`src/rtl/uparc_ifu_bus.sv`:
```
// Instruction fetch bus unit: one outstanding word read per fetch command, with alignment,
// bus-error and timeout reporting. Define UPARC_IFU_HIT_BUF_EN to build the one-entry hit buffer.
module uparc_ifu_bus #(
  parameter int unsigned ADDR_WIDTH  = 32,
  parameter int unsigned DATA_WIDTH  = 32,
  parameter int unsigned BUS_TIMEOUT = 255
) (
  input  logic                  clk,
  input  logic                  nrst,
  input  logic [ADDR_WIDTH-1:0] i_addr,
  input  logic                  i_rd_cmd,
  output logic [DATA_WIDTH-1:0] o_instr_dat,
  output logic                  o_busy,
  output logic                  o_err_align,
  output logic                  o_err_bus,
  input  logic                  i_flush,
  output logic [ADDR_WIDTH-1:0] o_bus_addr,
  output logic                  o_bus_cmd,
  input  logic                  i_bus_rdy,
  input  logic [DATA_WIDTH-1:0] i_bus_data,
  input  logic                  i_bus_dvalid,
  input  logic                  i_bus_err
);

  localparam int unsigned CntW = (BUS_TIMEOUT < 2) ? 1 : $clog2(BUS_TIMEOUT + 1);
  // Counter value seen in the last WAIT cycle before a forced error.
  localparam logic [CntW-1:0] TmoLast = CntW'(BUS_TIMEOUT - 1);

  typedef enum logic [1:0] {StIdle, StReq, StWait} state_e;

  state_e                state_q, state_d;
  logic [DATA_WIDTH-1:0] instr_q, instr_d;
  logic [ADDR_WIDTH-1:0] bus_addr_q, bus_addr_d;
  logic                  bus_cmd_q, bus_cmd_d;
  logic                  err_align_q, err_align_d;
  logic                  err_bus_q, err_bus_d;
  logic [CntW-1:0]       cnt_q, cnt_d;

  logic                  aligned;
  logic                  hit;
  logic [DATA_WIDTH-1:0] hit_data;
  logic                  buf_fill;
  logic                  buf_clr;
  logic                  tmo;

  assign aligned = (i_addr[1:0] == 2'b00);
  assign tmo     = (BUS_TIMEOUT != 0) && (cnt_q == TmoLast);

  always_comb begin
    state_d     = state_q;
    instr_d     = instr_q;
    bus_addr_d  = bus_addr_q;
    bus_cmd_d   = bus_cmd_q;
    err_align_d = 1'b0;
    err_bus_d   = 1'b0;
    cnt_d       = cnt_q;
    buf_fill    = 1'b0;
    buf_clr     = 1'b0;
    case (state_q)
      StIdle: begin
        if (i_rd_cmd) begin
          if (!aligned) begin
            instr_d     = '0;
            err_align_d = 1'b1;
          end else if (hit) begin
            instr_d = hit_data;
          end else begin
            bus_addr_d = i_addr;
            bus_cmd_d  = 1'b1;
            state_d    = StReq;
          end
        end
      end
      StReq: begin
        if (i_bus_rdy) begin
          bus_cmd_d = 1'b0;
          cnt_d     = '0;
          state_d   = StWait;
        end
      end
      StWait: begin
        // Error takes priority over data arriving in the same cycle.
        if (i_bus_err) begin
          instr_d   = '0;
          err_bus_d = 1'b1;
          buf_clr   = 1'b1;
          state_d   = StIdle;
        end else if (i_bus_dvalid) begin
          instr_d  = i_bus_data;
          buf_fill = 1'b1;
          state_d  = StIdle;
        end else begin
          cnt_d = (cnt_q == {CntW{1'b1}}) ? cnt_q : cnt_q + 1'b1;
          if (tmo) begin
            instr_d   = '0;
            err_bus_d = 1'b1;
            buf_clr   = 1'b1;
            state_d   = StIdle;
          end
        end
      end
      default: state_d = StIdle;
    endcase
  end

  always_ff @(posedge clk or negedge nrst) begin
    if (!nrst) begin
      state_q     <= StIdle;
      instr_q     <= '0;
      bus_addr_q  <= '0;
      bus_cmd_q   <= 1'b0;
      err_align_q <= 1'b0;
      err_bus_q   <= 1'b0;
      cnt_q       <= '0;
    end else begin
      state_q     <= state_d;
      instr_q     <= instr_d;
      bus_addr_q  <= bus_addr_d;
      bus_cmd_q   <= bus_cmd_d;
      err_align_q <= err_align_d;
      err_bus_q   <= err_bus_d;
      cnt_q       <= cnt_d;
    end
  end

`ifdef UPARC_IFU_HIT_BUF_EN
  logic                  buf_valid_q, buf_valid_d;
  logic [ADDR_WIDTH-1:0] buf_addr_q, buf_addr_d;
  logic [DATA_WIDTH-1:0] buf_data_q, buf_data_d;

  assign hit      = buf_valid_q && (buf_addr_q == i_addr);
  assign hit_data = buf_data_q;

  always_comb begin
    buf_valid_d = buf_valid_q;
    buf_addr_d  = buf_addr_q;
    buf_data_d  = buf_data_q;
    // Flush wins over a fill completing in the same cycle.
    if (i_flush || buf_clr) begin
      buf_valid_d = 1'b0;
    end else if (buf_fill) begin
      buf_valid_d = 1'b1;
      buf_addr_d  = bus_addr_q;
      buf_data_d  = i_bus_data;
    end
  end

  always_ff @(posedge clk or negedge nrst) begin
    if (!nrst) begin
      buf_valid_q <= 1'b0;
      buf_addr_q  <= '0;
      buf_data_q  <= '0;
    end else begin
      buf_valid_q <= buf_valid_d;
      buf_addr_q  <= buf_addr_d;
      buf_data_q  <= buf_data_d;
    end
  end
`else
  logic unused_buf;
  assign unused_buf = ^{i_flush, buf_fill, buf_clr};
  assign hit        = 1'b0;
  assign hit_data   = '0;
`endif

  assign o_busy      = (i_rd_cmd && aligned && !hit) || (state_q != StIdle);
  assign o_instr_dat = instr_q;
  assign o_bus_addr  = bus_addr_q;
  assign o_bus_cmd   = bus_cmd_q;
  assign o_err_align = err_align_q;
  assign o_err_bus   = err_bus_q;

endmodule

```
`config.mk`:
```
export PLATFORM = sky130hd
export DESIGN_NAME = uparc_ifu_bus
export DESIGN_NICKNAME = d
export VERILOG_FILES = /design/src/rtl/uparc_ifu_bus.sv
export SDC_FILE = /design/constraint.sdc
export NUM_CORES = 1
export LEC_CHECK = 0
export ABC_AREA = 1
export BUFFER_PORTS_ARGS = -buffer_cell sky130_fd_sc_hd__buf_2
export CORE_MARGIN = 8
export CORE_UTILIZATION = 36
export DETAILED_ROUTE_END_ITERATION = 10
export PLACE_DENSITY = 0.72
export SLEW_MARGIN = 20
export SYNTH_ARGS = -nofsm -noshare
export SYNTH_HDL_FRONTEND = slang
export SYNTH_SLANG_ARGS = --single-unit
```
`constraint.sdc`:
```
create_clock -name clk -period 2.6 [get_ports clk]
set_input_delay 0.52 -clock clk [delete_from_list [all_inputs] [get_ports clk]]
set_output_delay 0.52 -clock clk [all_outputs]
set_load 0.03 [all_outputs]
```
# After elaboration in Yosys (flattened, before gate mapping)
# Index checks and enable logic that the tools add are counted.
dict set report classes {
  reduce_logical 13
  mux 29
  eq_ne 12
  addsub 1
}
# operator n
set ops {}
lappend ops {{$mux 32} 5}
lappend ops {{$pmux 32 s2} 1}
lappend ops {{$mux 8} 4}
lappend ops {{$eq 8x8->1 const B} 2}
lappend ops {{$pmux 8 s2} 1}
lappend ops {{$ne 2x2->1 const B} 7}
lappend ops {{$mux 2} 6}
lappend ops {{$reduce_and 4->1} 3}
lappend ops {{$mux 1} 10}
lappend ops {{$add 8x1->8 const B} 1}
lappend ops {{$reduce_bool 2->1} 4}
lappend ops {{$pmux 2 s3} 1}
lappend ops {{$reduce_and 5->1} 1}
lappend ops {{$logic_not 2->1} 2}
lappend ops {{$ne 4x4->1 const B} 1}
lappend ops {{$reduce_and 3->1} 1}
lappend ops {{$eq 2x1->1 const B} 1}
lappend ops {{$eq 2x2->1 const B} 1}
lappend ops {{$pmux 1 s2} 1}
lappend ops {{$logic_and 1x1->1} 1}
lappend ops {{$logic_or 1x1->1} 1}
dict set report word_totals {
  wordCells 62
  register_bits 77
  output_inout_bits 68
  input_bits 71
}

# Depth between registers and ports, before layout
dict set report depth {
  depth_word 5
  depth_mapped 9
}

# Worst setup path before layout
# No wires, ideal clock.
dict set report synth_path {
  kind {input-to-output}
  startpoint {input port i_addr[1]}
  endpoint {output port o_busy}
  setup_slack_ps 551
  required_time_ps 2080
  arrival_time_ps 1529
  cell_stages 3
  path_cell_list {nor2_1 > inv_1 > o21ai_0}
}
dict set report synth_via {
  elab_chain_len 3
}
# element line
set synth_rtl {}
lappend synth_rtl {{start, declared} 10} ;# input logic [ADDR_WIDTH-1:0] i_addr,
lappend synth_rtl {{$logic_not 2->1} 46} ;# assign aligned = (i_addr[1:0] == 2'b00);
lappend synth_rtl {{$logic_and 1x1->1} 166} ;# assign o_busy = (i_rd_cmd && aligned && !hit) || (state_q != StIdle);
lappend synth_rtl {{$logic_or 1x1->1} 166}
lappend synth_rtl {{end, declared} 13} ;# output logic o_busy,
# No other way between the ends.

# Worst setup path after layout
# Ends and elaborated chain as after synthesis.

==> out/metrics.cfg <==
[clock_tree]
tritoncts = done
cts-buffers-inserted = 9
cts.root.buffer_cell = sky130_fd_sc_hd__clkbuf_8
ctsHoldBuffers = 0
cts_repair_resize_count = 0
htree_depth = 3
cts_buffer_depth = 2
clock_sinks = 77
clk_latency_ns = 0.34
post-cts-setup-buffer-count = 0
worst_setup_hold_path_clk_slew_ns = 0.08

[synthesis]
seq_area_frac_synth = 0.596
post_synth.cell_area_avg_sq_um = 8.49
share_of_the_synthesized_area_in_the_top_cell_type = 0.596
ys.warnings.count = 0
netlist-cell-type-count = 24
syn-cell-area_sq_um = 3240
synth.largest_area_cell = sky130_fd_sc_hd__dfrtp_1
ys_ff_latch = 77
ys_top_cells_by_area = sky130_fd_sc_hd__dfrtp_1 60%, sky130_fd_sc_hd__nand2_1 21%, sky130_fd_sc_hd__o21ai_0 5.1%, sky130_fd_sc_hd__inv_1 4.8%, sky130_fd_sc_hd__nor2_1 1.7%
syn-instance-count = 381
synthesis.nets = 454

[job]
maxCapViolCount = 0

[finish]
layout_commonest_cell = sky130_fd_sc_hd__nand2_1
final_util = 0.485
mostFrequentLayoutCells = 177 x sky130_fd_sc_hd__nand2_1, 136 x sky130_fd_sc_hd__buf_2, 77 x sky130_fd_sc_hd__dfrtp_1
post_route_cells_drive_above_1_share = 0.314
final_cells = 634
n_fill_cell = 865
antenna_cells = 0
nets = 594
layout-area-overhead-vs-synth_pct = 30.8

[critical_path]
timing.critical_path.fanout_max = 4
timing.rr.end = o_instr_dat[6]
timing.critical_path.mode_cell = sky130_fd_sc_hd__buf_2
cp-start-kind = primary input
worstReg2RegStart = state_q[0]
worst_setup_path_end_kind = primary output
worst-endpoint-arrival_ns = 1.54
slowest_stage = sky130_fd_sc_hd__o21ai_0
crit_path_cell_trace = buf_2, nor2_1, inv_1, o21ai_0, buf_2
worst-endpoint-required_ns = 2.08
timing.critical_path.to = o_busy
critical_path.max_stage_delay_ns = 0.32
timing_worst_setup_path_type = primary input to primary output
timing.reg2reg.setup_slack_ns = 0.92
worst_setup_path_startpoint = i_addr[1]
r2r_cell_count = 8

[power_and_ir_drop]
combPwrFrac = 0.240
powerDensity_nw_per_um2 = 722
switchingPower_w = 0.00104
power_internal_w = 0.00202
vdd.ir_drop.worst_mv = 0.480
report.power.total_w = 0.00305
clock_network_power_share = 0.297
sequentialPowerShare = 0.463
power.share.switching = 0.339
static-leakage-power_nw = 2.55

[drt]
detail_route.vias_per_cell = 4.42
drt-total-wl_um = 8150
detailed_route_iter0_violations = 237
route.vias.total = 2800
detail_route.drc_violations = 0
drt_pre_antenna_iters = 4
antenna_violating_nets_post_route = 0
routedWlPerCell_um = 12.8

[sta]
final.min_clock_period_ns = 2.06
skew_ns = 0.00738
setup-violations-final = 0
grt_setup_unrepaired = no
timing.setup.tns_ns = 0
min_period_over_period = 0.791
worst_slew_margin_relative_to_its_limit = 0.663
clock.fmax_ghz = 0.486
max_slew.worst_pin.slew_ns = 0.506
endpoints_failing_hold = 0
finalMaxSlewViolations = 0

[floorplan]
ioPinCount = 139
design.die.area_sq_um = 12300
die_h_um = 111
initial_core_util = 0.371
row_count = 34
die_w_um = 111
design.core.area_sq_um = 8720

[global_route]
initial_antenna_violation_count = 0
first_global_vias = 2929
grt_pass1_wl_um = 14000
global_route.overflow_total = 0
groute.usage.overall = 0.136
grt_start_max_net_pins = 63

[placement]
placement.io_buffers = 137
post-place-cells = 618
detailedPlacementHpwl_um = 6080
place_congestion = 0.834

[run_status]
result_of_the_run = complete, no violations

[hold_path]
hold_class = primary input to async pin

[per-stage QoR]
stage / hold slack (ns) / worst slack, ns / instance area [sq um]
floorplan: 0.224 / 0.551 / 3240
global placement: 0.449 / 0.591 / 4030
detailed placement: 0.456 / 0.558 / 4030
CTS: 0.145 / 0.547 / 4230
global route: 0.162 / 0.412 / 4230
finish: 0.136 / 0.543 / 4230
[Yosys cell counts (all sizes together)]
master	number
nand3b	2
o21bai	1
nor3b	1
a21oi	3
nor2	18
dfrtp	77
nand3	6
nand2	178
xnor2	1
inv	43
ha	2
nor4	1
o21ai	34
buf	10
nor3	2
clkbuf	2
[critical path, delay by kind of cell]
family          cells  cell delay [ns]
compound gates      1             0.32
simple gates        1             0.25
buf+inv             3             0.43
[flip-flops by register name (all words and copies together), names as in the netlist]
register,count
cnt_q,8
o_bus_cmd,1
o_bus_addr,32
o_err_bus,1
o_err_align,1
o_instr_dat,32
state_q,2
[power groups by stage]
stage | clock network (W) | logic (W) | registers, W
2_1_floorplan | 0 | 0.000192 | 0.00171
3_3_place_gp | 0 | 0.000736 | 0.00143
3_5_place_dp | 0 | 0.000749 | 0.00143
4_1_cts | 0.000947 | 0.000749 | 0.00141
5_1_grt | 0.00100 | 0.000808 | 0.00143
6_report | 0.000907 | 0.000734 | 0.00141
[logic make-up after synthesis]
kind of cell / synth area share
adders and majority gates: 0.00773
DFF: 0.596
buffers and inverters: 0.0742
xor gates and xnor gates: 0.00271
and+or+nand+nor: 0.257
AOI/OAI and AO/OA: 0.0630
[cell type report]
type | count | area [sq um] | share of cell area
Multi-Input combinational cell | 249 | 1070 | 0.254
Clock inverter | 5 | 60.1 | 0.0142
Timing Repair Buffer | 141 | 731 | 0.173
Sequential cell | 77 | 1930 | 0.455
Clock buffer | 11 | 141 | 0.0334
Inverter | 43 | 164 | 0.0387
Tap cell | 108 | 135 | 0.0319
[how the worst min path moves through the flow]
| stage | endpoint | slack, ns | cells past startpoint |
|---|---|---|---|
| floorplan | cnt_q[0] | 0.22 | 0 |
| global placement | o_instr_dat[13] | 0.45 | 2 |
| detailed placement | o_bus_addr[1] | 0.46 | 2 |
| CTS | o_bus_addr[0] | 0.15 | 1 |
| global route | o_bus_addr[0] | 0.16 | 1 |
| finish | o_bus_addr[0] | 0.14 | 1 |
[per-layer routing]
| layer | track usage | wire length [um] | part of all wire | up-vias |
|---|---|---|---|---|
| met3 | 0.0774 | 1020 | 0.13 | 8 |
| met4 | 0.0405 | 74 | 0.0091 | 0 |
| met2 | 0.200 | 3410 | 0.42 | 123 |
| li1 | - | - | - | 1432 |
| met1 | 0.165 | 3640 | 0.45 | 1237 |
| met5 | 0 | 0 | 0 | - |
Power figures use the tool's default switching activity.
